File: config.mk
export PLATFORM = sky130hd
export DESIGN_NAME = reg_scoreboard
export DESIGN_NICKNAME = d
export VERILOG_FILES = /design/src/rtl/cpu_pkg.sv /design/src/rtl/sb_popcount.sv /design/src/rtl/reg_scoreboard.sv
export SDC_FILE = /design/constraint.sdc
export NUM_CORES = 1
export LEC_CHECK = 0
export BUFFER_PORTS_ARGS = -buffer_cell sky130_fd_sc_hd__buf_2
export CAP_MARGIN = 20
export CORE_UTILIZATION = 40
export DETAILED_ROUTE_END_ITERATION = 16
export GPL_TIMING_DRIVEN = 0
export HOLD_SLACK_MARGIN = 0.15
export PLACE_DENSITY = 0.67
export SLEW_MARGIN = 15
export SYNTH_ARGS = -nofsm -noshare
export SYNTH_HDL_FRONTEND = slang
export SYNTH_SLANG_ARGS = --single-unit
File: constraint.sdc
create_clock -name clk_i -period 10.9 [get_ports clk_i]
set_input_delay 2.18 -clock clk_i [delete_from_list [all_inputs] [get_ports clk_i]]
set_output_delay 2.18 -clock clk_i [all_outputs]
set_load 0.005 [all_outputs]
File: src/rtl/cpu_pkg.sv
// Shared core package: architectural sizes, opcode/ALU constants and the
// decode-to-issue bundle used across the pipeline.
package cpu_pkg;

    localparam int CPU_ADDR_W   = 5;
    localparam int CPU_NUM_REGS = 32;

    localparam logic [6:0] OP_LOAD   = 7'b0000011;
    localparam logic [6:0] OP_OPIMM  = 7'b0010011;
    localparam logic [6:0] OP_STORE  = 7'b0100011;
    localparam logic [6:0] OP_OP     = 7'b0110011;
    localparam logic [6:0] OP_BRANCH = 7'b1100011;

    typedef enum logic [3:0] {
        ALU_ADD, ALU_SUB, ALU_AND, ALU_OR, ALU_XOR,
        ALU_SLL, ALU_SRL, ALU_SRA, ALU_SLT, ALU_SLTU
    } alu_op_e;

    typedef struct packed {
        logic                  valid;
        logic [CPU_ADDR_W-1:0] rs1;
        logic [CPU_ADDR_W-1:0] rs2;
        logic [1:0]            src_used;
        logic                  wen;
        logic [CPU_ADDR_W-1:0] rd;
        logic                  spec;
    } issue_t;

endpackage

File: src/rtl/sb_popcount.sv
// Parametrised population count of an N-bit vector.
module sb_popcount #(
    parameter int N  = 32,
    parameter int CW = $clog2(N + 1)
) (
    input  logic [N-1:0]  bits,
    output logic [CW-1:0] count
);

    // Ripple sum of all set bits.
    always_comb begin
        count = '0;
        for (int i = 0; i < N; i++) begin
            count = count + CW'(bits[i]);
        end
    end

endmodule

File: src/rtl/reg_scoreboard.sv
// Register scoreboard: tracks pending destinations of variable-latency
// producers, gates issue on RAW/WAW hazards and an outstanding limit, and
// squashes speculatively issued entries on a branch flush.
module reg_scoreboard
    import cpu_pkg::*;
#(
    parameter int NUM_REGS        = CPU_NUM_REGS,
    parameter int ADDR_W          = CPU_ADDR_W,
    parameter int NUM_WB          = 2,
    parameter int MAX_OUTSTANDING = 4,
    parameter int ZERO_HARDWIRED  = 1
) (
    input  logic                                 clk_i,
    input  logic                                 rst_i,
    input  logic                                 start_i,
    input  logic                                 issue_valid_i,
    input  logic [ADDR_W-1:0]                    issue_rs1_i,
    input  logic [ADDR_W-1:0]                    issue_rs2_i,
    input  logic [1:0]                           issue_use_i,
    input  logic                                 issue_wen_i,
    input  logic [ADDR_W-1:0]                    issue_rd_i,
    input  logic                                 issue_spec_i,
    output logic                                 issue_ready_o,
    input  logic [NUM_WB-1:0]                    wb_valid_i,
    input  logic [NUM_WB*ADDR_W-1:0]             wb_rd_i,
    input  logic                                 resolve_i,
    input  logic                                 flush_i,
    output logic [NUM_REGS-1:0]                  busy_o,
    output logic [$clog2(MAX_OUTSTANDING+1)-1:0] outstanding_o,
    output logic                                 err_o
);

    localparam int CNT_W = $clog2(MAX_OUTSTANDING + 1);
    localparam int POP_W = $clog2(NUM_REGS + 1);

    logic [NUM_REGS-1:0] busy_reg, busy_next;
    logic [NUM_REGS-1:0] spec_reg, spec_next;
    logic [CNT_W-1:0]    cnt_reg, cnt_next;
    logic                err_reg, err_next;

    logic [NUM_REGS-1:0]             rd_dec;
    logic [NUM_WB-1:0][NUM_REGS-1:0] wb_dec;
    logic [NUM_REGS-1:0]             wb_hit;
    logic [NUM_REGS-1:0]             removed_mask;
    logic [NUM_REGS-1:0]             set_mask;
    logic [POP_W-1:0]                removed_cnt;
    logic [POP_W-1:0]                busy_cnt;
    logic                            wb_err;
    logic                            rd_is_zero;
    logic                            accept;

    // One-hot decode of the issue destination and of every write-back port.
    generate
        for (genvar gi = 0; gi < NUM_REGS; gi++) begin : g_dec
            assign rd_dec[gi] = (issue_rd_i == ADDR_W'(gi));
            for (genvar gk = 0; gk < NUM_WB; gk++) begin : g_wb
                assign wb_dec[gk][gi] = wb_valid_i[gk] &&
                                        (wb_rd_i[gk*ADDR_W +: ADDR_W] == ADDR_W'(gi));
            end
        end
    endgenerate

    assign rd_is_zero = (ZERO_HARDWIRED != 0) && (issue_rd_i == '0);

    // Hazard/limit check uses registered state only; a write-back landing this
    // cycle does not unblock issue until the following cycle.
    always_comb begin
        issue_ready_o = !rst_i && start_i
                        && !(issue_use_i[0] && busy_reg[issue_rs1_i])
                        && !(issue_use_i[1] && busy_reg[issue_rs2_i])
                        && !(issue_wen_i && busy_reg[issue_rd_i])
                        && ((cnt_reg < CNT_W'(MAX_OUTSTANDING)) || !issue_wen_i || rd_is_zero);
    end

    assign accept = issue_valid_i && issue_ready_o;

    // Merge write-back ports; a clear of an idle register or two ports naming
    // the same register in one cycle is a protocol error.
    always_comb begin
        wb_hit = '0;
        wb_err = 1'b0;
        for (int k = 0; k < NUM_WB; k++) begin
            wb_hit = wb_hit | wb_dec[k];
            if (wb_valid_i[k] && ((wb_dec[k] & busy_reg) == '0)) begin
                wb_err = 1'b1;
            end
            for (int j = 0; j < k; j++) begin
                if (wb_valid_i[j] && wb_valid_i[k] && (wb_dec[j] == wb_dec[k])) begin
                    wb_err = 1'b1;
                end
            end
        end
    end

    // Entries leaving the scoreboard this cycle: write-back clears plus, on a
    // flush, every speculative entry.
    always_comb begin
        removed_mask = busy_reg & (wb_hit | (flush_i ? spec_reg : '0));
        set_mask     = '0;
        if (accept && issue_wen_i && !rd_is_zero && !(flush_i && issue_spec_i)) begin
            set_mask = rd_dec;
        end
    end

    sb_popcount #(.N(NUM_REGS), .CW(POP_W)) u_pop_removed (
        .bits  (removed_mask),
        .count (removed_cnt)
    );

    sb_popcount #(.N(NUM_REGS), .CW(POP_W)) u_pop_busy (
        .bits  (busy_reg),
        .count (busy_cnt)
    );

    // Next state; a new entry can never collide with a removed one because
    // issue already required its destination to be idle.
    always_comb begin
        busy_next = (busy_reg & ~removed_mask) | set_mask;
        spec_next = spec_reg & ~removed_mask;
        if (resolve_i && !flush_i) begin
            spec_next = '0;
        end
        if (issue_spec_i) begin
            spec_next = spec_next | set_mask;
        end
        cnt_next = cnt_reg - CNT_W'(removed_cnt) + CNT_W'(|set_mask);
        err_next = err_reg | wb_err;
    end

    // State register; start_i low freezes everything.
    always_ff @(posedge clk_i or posedge rst_i) begin
        if (rst_i) begin
            busy_reg <= '0;
            spec_reg <= '0;
            cnt_reg  <= '0;
            err_reg  <= 1'b0;
        end else if (start_i) begin
            busy_reg <= busy_next;
            spec_reg <= spec_next;
            cnt_reg  <= cnt_next;
            err_reg  <= err_next;
        end
    end

    assign busy_o        = busy_reg;
    assign outstanding_o = cnt_reg;
    assign err_o         = err_reg;

    // Counter must always match the busy vector and respect the limit.
    assert property (@(posedge clk_i) disable iff (rst_i)
        (POP_W'(cnt_reg) == busy_cnt) && (cnt_reg <= CNT_W'(MAX_OUTSTANDING)));

    // Register 0 never becomes busy when hardwired.
    generate
        if (ZERO_HARDWIRED != 0) begin : g_zero_chk
            assert property (@(posedge clk_i) disable iff (rst_i) !busy_reg[0]);
        end
    endgenerate

endmodule

== After elaboration in Yosys (flattened, before gate mapping) ==
Index checks and enable logic that the tools add are counted.
Storage, ports and cells
  input bits: 37
  word-level logic and storage cells: 257
  flip-flop bits (word level): 68
Operators by class
  eq/ne operators: 94
  add/subtract/negate cells: 33
  bitwise gates (word level): 11
  reduce and logical (&&, ||, !) cells: 98
  multiplexer cells: 13
  magnitude comparators: 4
Operators with widths (count)
  equality test 5 bit, second input constant: 48
  bitwise AND 32 bit: 5
  2-to-1 mux 32 bit: 4
  OR 32 bit: 4
  equality test 5 x 4 -> 1 bit, second input constant: 24
  adder 3 x 1 -> 3 bit: 31
  logical AND 1 bit: 82
  zero test 32 bit: 2
  equality test 5 x 3 -> 1 bit, second input constant: 12
  equality test 32 bit: 1
  NOT 32 bit: 1
  OR reduction 32 bit: 1
  equality test 5 x 2 -> 1 bit, second input constant: 6
  less-than comparator 5 x 6 -> 1 bit, second input constant: 3
  binary-select mux 1 bit (select 5 bit): 3
  equality test 5 x 1 -> 1 bit, second input constant: 3
  zero test 5 bit: 3
  zero test 1 bit: 8
  2-to-1 mux 1 bit: 6
  less-than comparator 3 bit, second input constant: 1
  subtractor 3 bit: 1
  adder 1 x 1 -> 2 bit: 1
  logical OR 1 bit: 2
  OR 1 bit: 1

== Logic depth before layout (Yosys ltp) ==
  depth after elaboration: 38
  mapped depth: 28
  depth with buffers taken out: 27

== By module ==
From an unflattened synthesis, not the netlist that was laid out.
Second synthesis, totals
  cells, all modules: 858
  area total of the unflattened synthesis: 7026.7 sq um
By module, submodules not included
  reg_scoreboard: area each 6276.0 sq um, instances 1, cells an instance 787
  sb_popcount: area each 750.7 sq um, instances 1, cells an instance 71

== Least setup slack after synthesis ==
Ideal clock, no wire load.
  kind: input port to flip-flop
  from: input port wb_rd_i[8]
  to: register cnt_reg[2] (netlist: outstanding_o[2])
  stages: 25
  slack: 2.839 ns
  arrival: 7.937 ns
  cell sequence: clkbuf_1 nor2b_1 clkbuf_1 nand2_1 ha_1 nand2_1 and2_1 fa_1 fa_1 fa_1 ha_1 fa_1 inv_1 fa_1 inv_1 fa_1 inv_1 ha_1 ha_1 xnor2_1 xnor2_1 xnor2_1 xnor2_1 nand2_1 xnor2_1
Between the ends
  longest elaborated chain between the ends: 38
  elaborated cells between the ends (all ways): 100
  classes of those cells: add/sub: 33; eq/ne: 31; bitwise: 3; reduce/logical: 33
RTL lines
  start, declared: line reg_scoreboard.sv:25  | input logic [NUM_WB*ADDR_W-1:0] wb_rd_i,
  equality test 5 x 1 -> 1 bit or zero test 5 bit (tied branches): line reg_scoreboard.sv:58  | (wb_rd_i[gk*ADDR_W +: ADDR_W] == ADDR_W'(gi));
  logical AND 1 bit: line reg_scoreboard.sv:57  | assign wb_dec[gk][gi] = wb_valid_i[gk] &&
  OR 32 bit (*): line reg_scoreboard.sv:83  | wb_hit = wb_hit | wb_dec[k];
  OR 32 bit (*): line reg_scoreboard.sv:98  | removed_mask = busy_reg & (wb_hit | (flush_i ? spec_reg : '0));
  bitwise AND 32 bit (*): line reg_scoreboard.sv:98
  adder 1 x 1 -> 2 bit: line sb_popcount.sv:14  | count = count + CW'(bits[i]);
  adder 3 x 1 -> 3 bit (29 in series): line sb_popcount.sv:14
  adder 3 x 1 -> 3 bit (*): line sb_popcount.sv:14
  subtractor 3 bit (*): line reg_scoreboard.sv:126  | cnt_next = cnt_reg - CNT_W'(removed_cnt) + CNT_W'(|set_mask);
  adder 3 x 1 -> 3 bit (*): line reg_scoreboard.sv:126
  end signal, assigned: line reg_scoreboard.sv:140  | cnt_reg <= cnt_next;
  end, declared: line reg_scoreboard.sv:38  | logic [CNT_W-1:0] cnt_reg, cnt_next;
Mark *: on every way between the ends. The rest lies on a longest branch, timed or not.
A chain may end at the register's enable or synchronous reset.

== Worst setup path after layout ==
  from: input port wb_valid_i[1]
  to: register cnt_reg[2] (netlist: outstanding_o[2])
Between the ends
  longest elaborated chain between the ends: 37
  elaborated cells between the ends (all ways): 68
  classes of those cells: add/sub: 33; bitwise: 3; reduce/logical: 32
RTL lines
  start, declared: line reg_scoreboard.sv:24  | input logic [NUM_WB-1:0] wb_valid_i,
  logical AND 1 bit: line reg_scoreboard.sv:57
  OR 32 bit (*): line reg_scoreboard.sv:83
  OR 32 bit (*): line reg_scoreboard.sv:98
  bitwise AND 32 bit (*): line reg_scoreboard.sv:98
  adder 1 x 1 -> 2 bit: line sb_popcount.sv:14
  adder 3 x 1 -> 3 bit (29 in series): line sb_popcount.sv:14
  adder 3 x 1 -> 3 bit (*): line sb_popcount.sv:14
  subtractor 3 bit (*): line reg_scoreboard.sv:126
  adder 3 x 1 -> 3 bit (*): line reg_scoreboard.sv:126
Marked as above.

==> reports/qor.txt <==
hpwl dp: 17.7 mm
GR Util All Layers: 0.292
1st-pass router iterations: 6
filler cell count: 1575
P_leak: 3.33 nW
Max Cap Viol: 0
min-delay src: spec_reg[9]
peak supply drop: 0.0768 mV
global-route wire length before repair: 36.1 mm
Placed Cells: 1092
largest buffer count on any clock path: 2
vias in the first global route: 6191
Design Area, Final: 7500 µm²
worst skew pair latency: 0.35 ns
Reg2Reg Depth: 22
Final setup violation count: 0
Core ar.: 15900 µm²
metal3 WL: 2.53 mm
Layout area overhead: 14.4%
commonest non-fill, non-tap cell in the layout: nand2_1
Antenna Cells: 0
slowest CP cell: fa_1
Req. time, crit path: 11.14 ns
net switching power: 0.294 mW
syn nets: 917
clk root buf: clkbuf_16
CP Capture Type: register
gr ovfl total: 0
CP Launch Type: primary input
fmax: 117 MHz
status: finished, final reports clean
Post-synth ARST share: 1.00
Met1 Wirelength: 9.48 mm
Post-CTS Resized: 0
#FFs+latches synth: 68
GPL Wtd Cong: 0.986
WS Path Type: in -> reg
Site Rows: 46
Detail Route Antenna Nets: 0
hold depth: 2
CTS tree: done
Final Max Slew Viols: 0
Hold Path Sink: spec_reg[9]
Cell Area, Placed: 7190 µm²
residual DRC count: 0
Crit Reg-Reg Endpoint: outstanding_o[2]
# IOs: 74
routed wire length: 23.7 mm
largest net degree at the start of global routing: 50
actual slew at the worst max-slew pin: 0.817 ns
First DRT Iteration DRCs: 869
Seq pwr share: 0.357
CTS Buf Count: 9
Reg area: 1700 µm²
H-Tree Depth: 3
multi-input logic area: 4530 µm²
Vias: 6729
Clk pwr share: 0.358
RSZ-0062 raised after global routing: no
die area: 16900 µm²
r2r setup slk: 4.72 ns
Post-synth EDFFs: 0
Clock Skew: 0.0104 ns
Mapped Cells: 810
die span in x: 130 µm
CP Data Arrival Time: 8.81 ns
nets@finish: 995
synthesized area per cell: 8.09 µm²
cell mode on critical path: fa_1
register area share after synthesis: 0.260
count of input and output buffers: 63
CP bufs+invs: 7
cts hold-fix bufs: 0
Hold Path Class: reg -> reg
Hold Fails Final Rpt: 0
minimum clock period: 8.57 ns
vias per std cell: 6.07
most frequent cells in the layout: nand2_1, buf_2, o21ai_0, dfrtp_1, ha_1
r2r startpoint: busy_o[23]
YS warnings: 0
met2 routed wirelength: 10.6 mm
delay-heaviest family, CP: adder cells
CP peak stage delay: 0.60 ns
Setup TNS Final: 0 ns
Slew headroom: 0.454
Die H: 130 µm
initial antenna violation count: 0
Final period util: 0.787
DR top layer: met4
CP Max Fanout: 10
Setup WS pre-CTS: 1.96 ns
Initial Util: 0.411
Worst-path clk slew: 0.06 ns
fin cells: 1109
Internal: 0.554 mW
clock sinks: 68
fin worst setup slack: 2.33 ns
Post-synth top flop: dfrtp_1
Pwr Density: 113 nW/µm²
combinational share of power: 0.285
post-synthesis cell area: 6550 µm²
drt wl/cell: 21.4 µm
Hold WS: 0.488 ns
Yosys cell types: 57
buffer count from post-CTS setup fixing: 0
switch share: 0.347
share of post-route cells with drive strength above 1: 0.147
cell families after synthesis:
family | share of synthesized area
fa+ha+maj | 0.155
compound gates | 0.152
xor+xnor | 0.0214
mux | 0.0930
flops | 0.260
simple gates | 0.268
buf+inv | 0.0512
worst max-delay path by stage:
stage	from	to	slack [ns]	cells past startpoint
after floorplan	wb_rd_i[8]	outstanding_o[2]	2.84	25
after global placement	wb_valid_i[1]	outstanding_o[2]	1.83	25
after detailed placement	wb_rd_i[6]	outstanding_o[2]	1.96	25
after CTS	wb_rd_i[6]	outstanding_o[2]	2.30	25
after global routing	wb_valid_i[1]	outstanding_o[2]	1.95	27
final	wb_valid_i[1]	outstanding_o[2]	2.33	27
cell usage after synthesis, drive strengths merged (4+ instances only):
master | number | share of area
xnor2 | 15 | 0.020
and4b | 7 | 0.011
a211oi | 5 | 0.0057
a21oi | 13 | 0.0099
nor2b | 10 | 0.0095
and2 | 28 | 0.027
a221oi | 4 | 0.0053
nor4bb | 6 | 0.0092
clkbuf | 42 | 0.024
mux2 | 7 | 0.012
ha | 51 | 0.097
mux4 | 20 | 0.069
buf | 12 | 0.0088
a31oi | 6 | 0.0080
inv | 32 | 0.018
nand3 | 17 | 0.013
nand2 | 251 | 0.14
fa | 19 | 0.058
o21ai | 100 | 0.076
nor2 | 15 | 0.0086
dfrtp | 68 | 0.26
mux2i | 8 | 0.012
nand4 | 9 | 0.014
nor4 | 7 | 0.0067
a22oi | 11 | 0.013
worst min-delay path: stages, from the launching register on:
cell and delay [ns]:
dfrtp_1 0.34, nand2_1 0.05, o21ai_0 0.07
final cells by class:
class                   count  area share
plain buffers              54      0.0287
clock buffers               9      0.0300
clock inverters             7      0.0100
inverters                  32      0.0164
multi-input cells         656       0.604
flip-flops and latches     68       0.227
well taps                 216      0.0361
repair buffers             67      0.0477
power groups by stage:
stage	sequential (mW)	combinational, mW	clock, mW
detailed placement	0.305	0.240	0
global route	0.303	0.273	0.317
floorplan	0.289	0.172	0
finish	0.303	0.242	0.303
global placement	0.305	0.235	0
CTS	0.300	0.241	0.304
metal layers:
metal | vias to the layer above | GRT usage
li1 | 2990 | -
met1 | 3177 | 0.389
met2 | 480 | 0.454
met3 | 82 | 0.0595
met4 | 0 | 0.137
met5 | - | 0
per-stage QoR:
step / power, mW / utilization
floorplan: 0.461 / -
global placement: 0.540 / 0.448
detailed placement: 0.544 / 0.451
CTS: 0.844 / 0.470
global route: 0.892 / 0.470
finish: 0.847 / 0.470
Power figures use the tool's default switching activity.
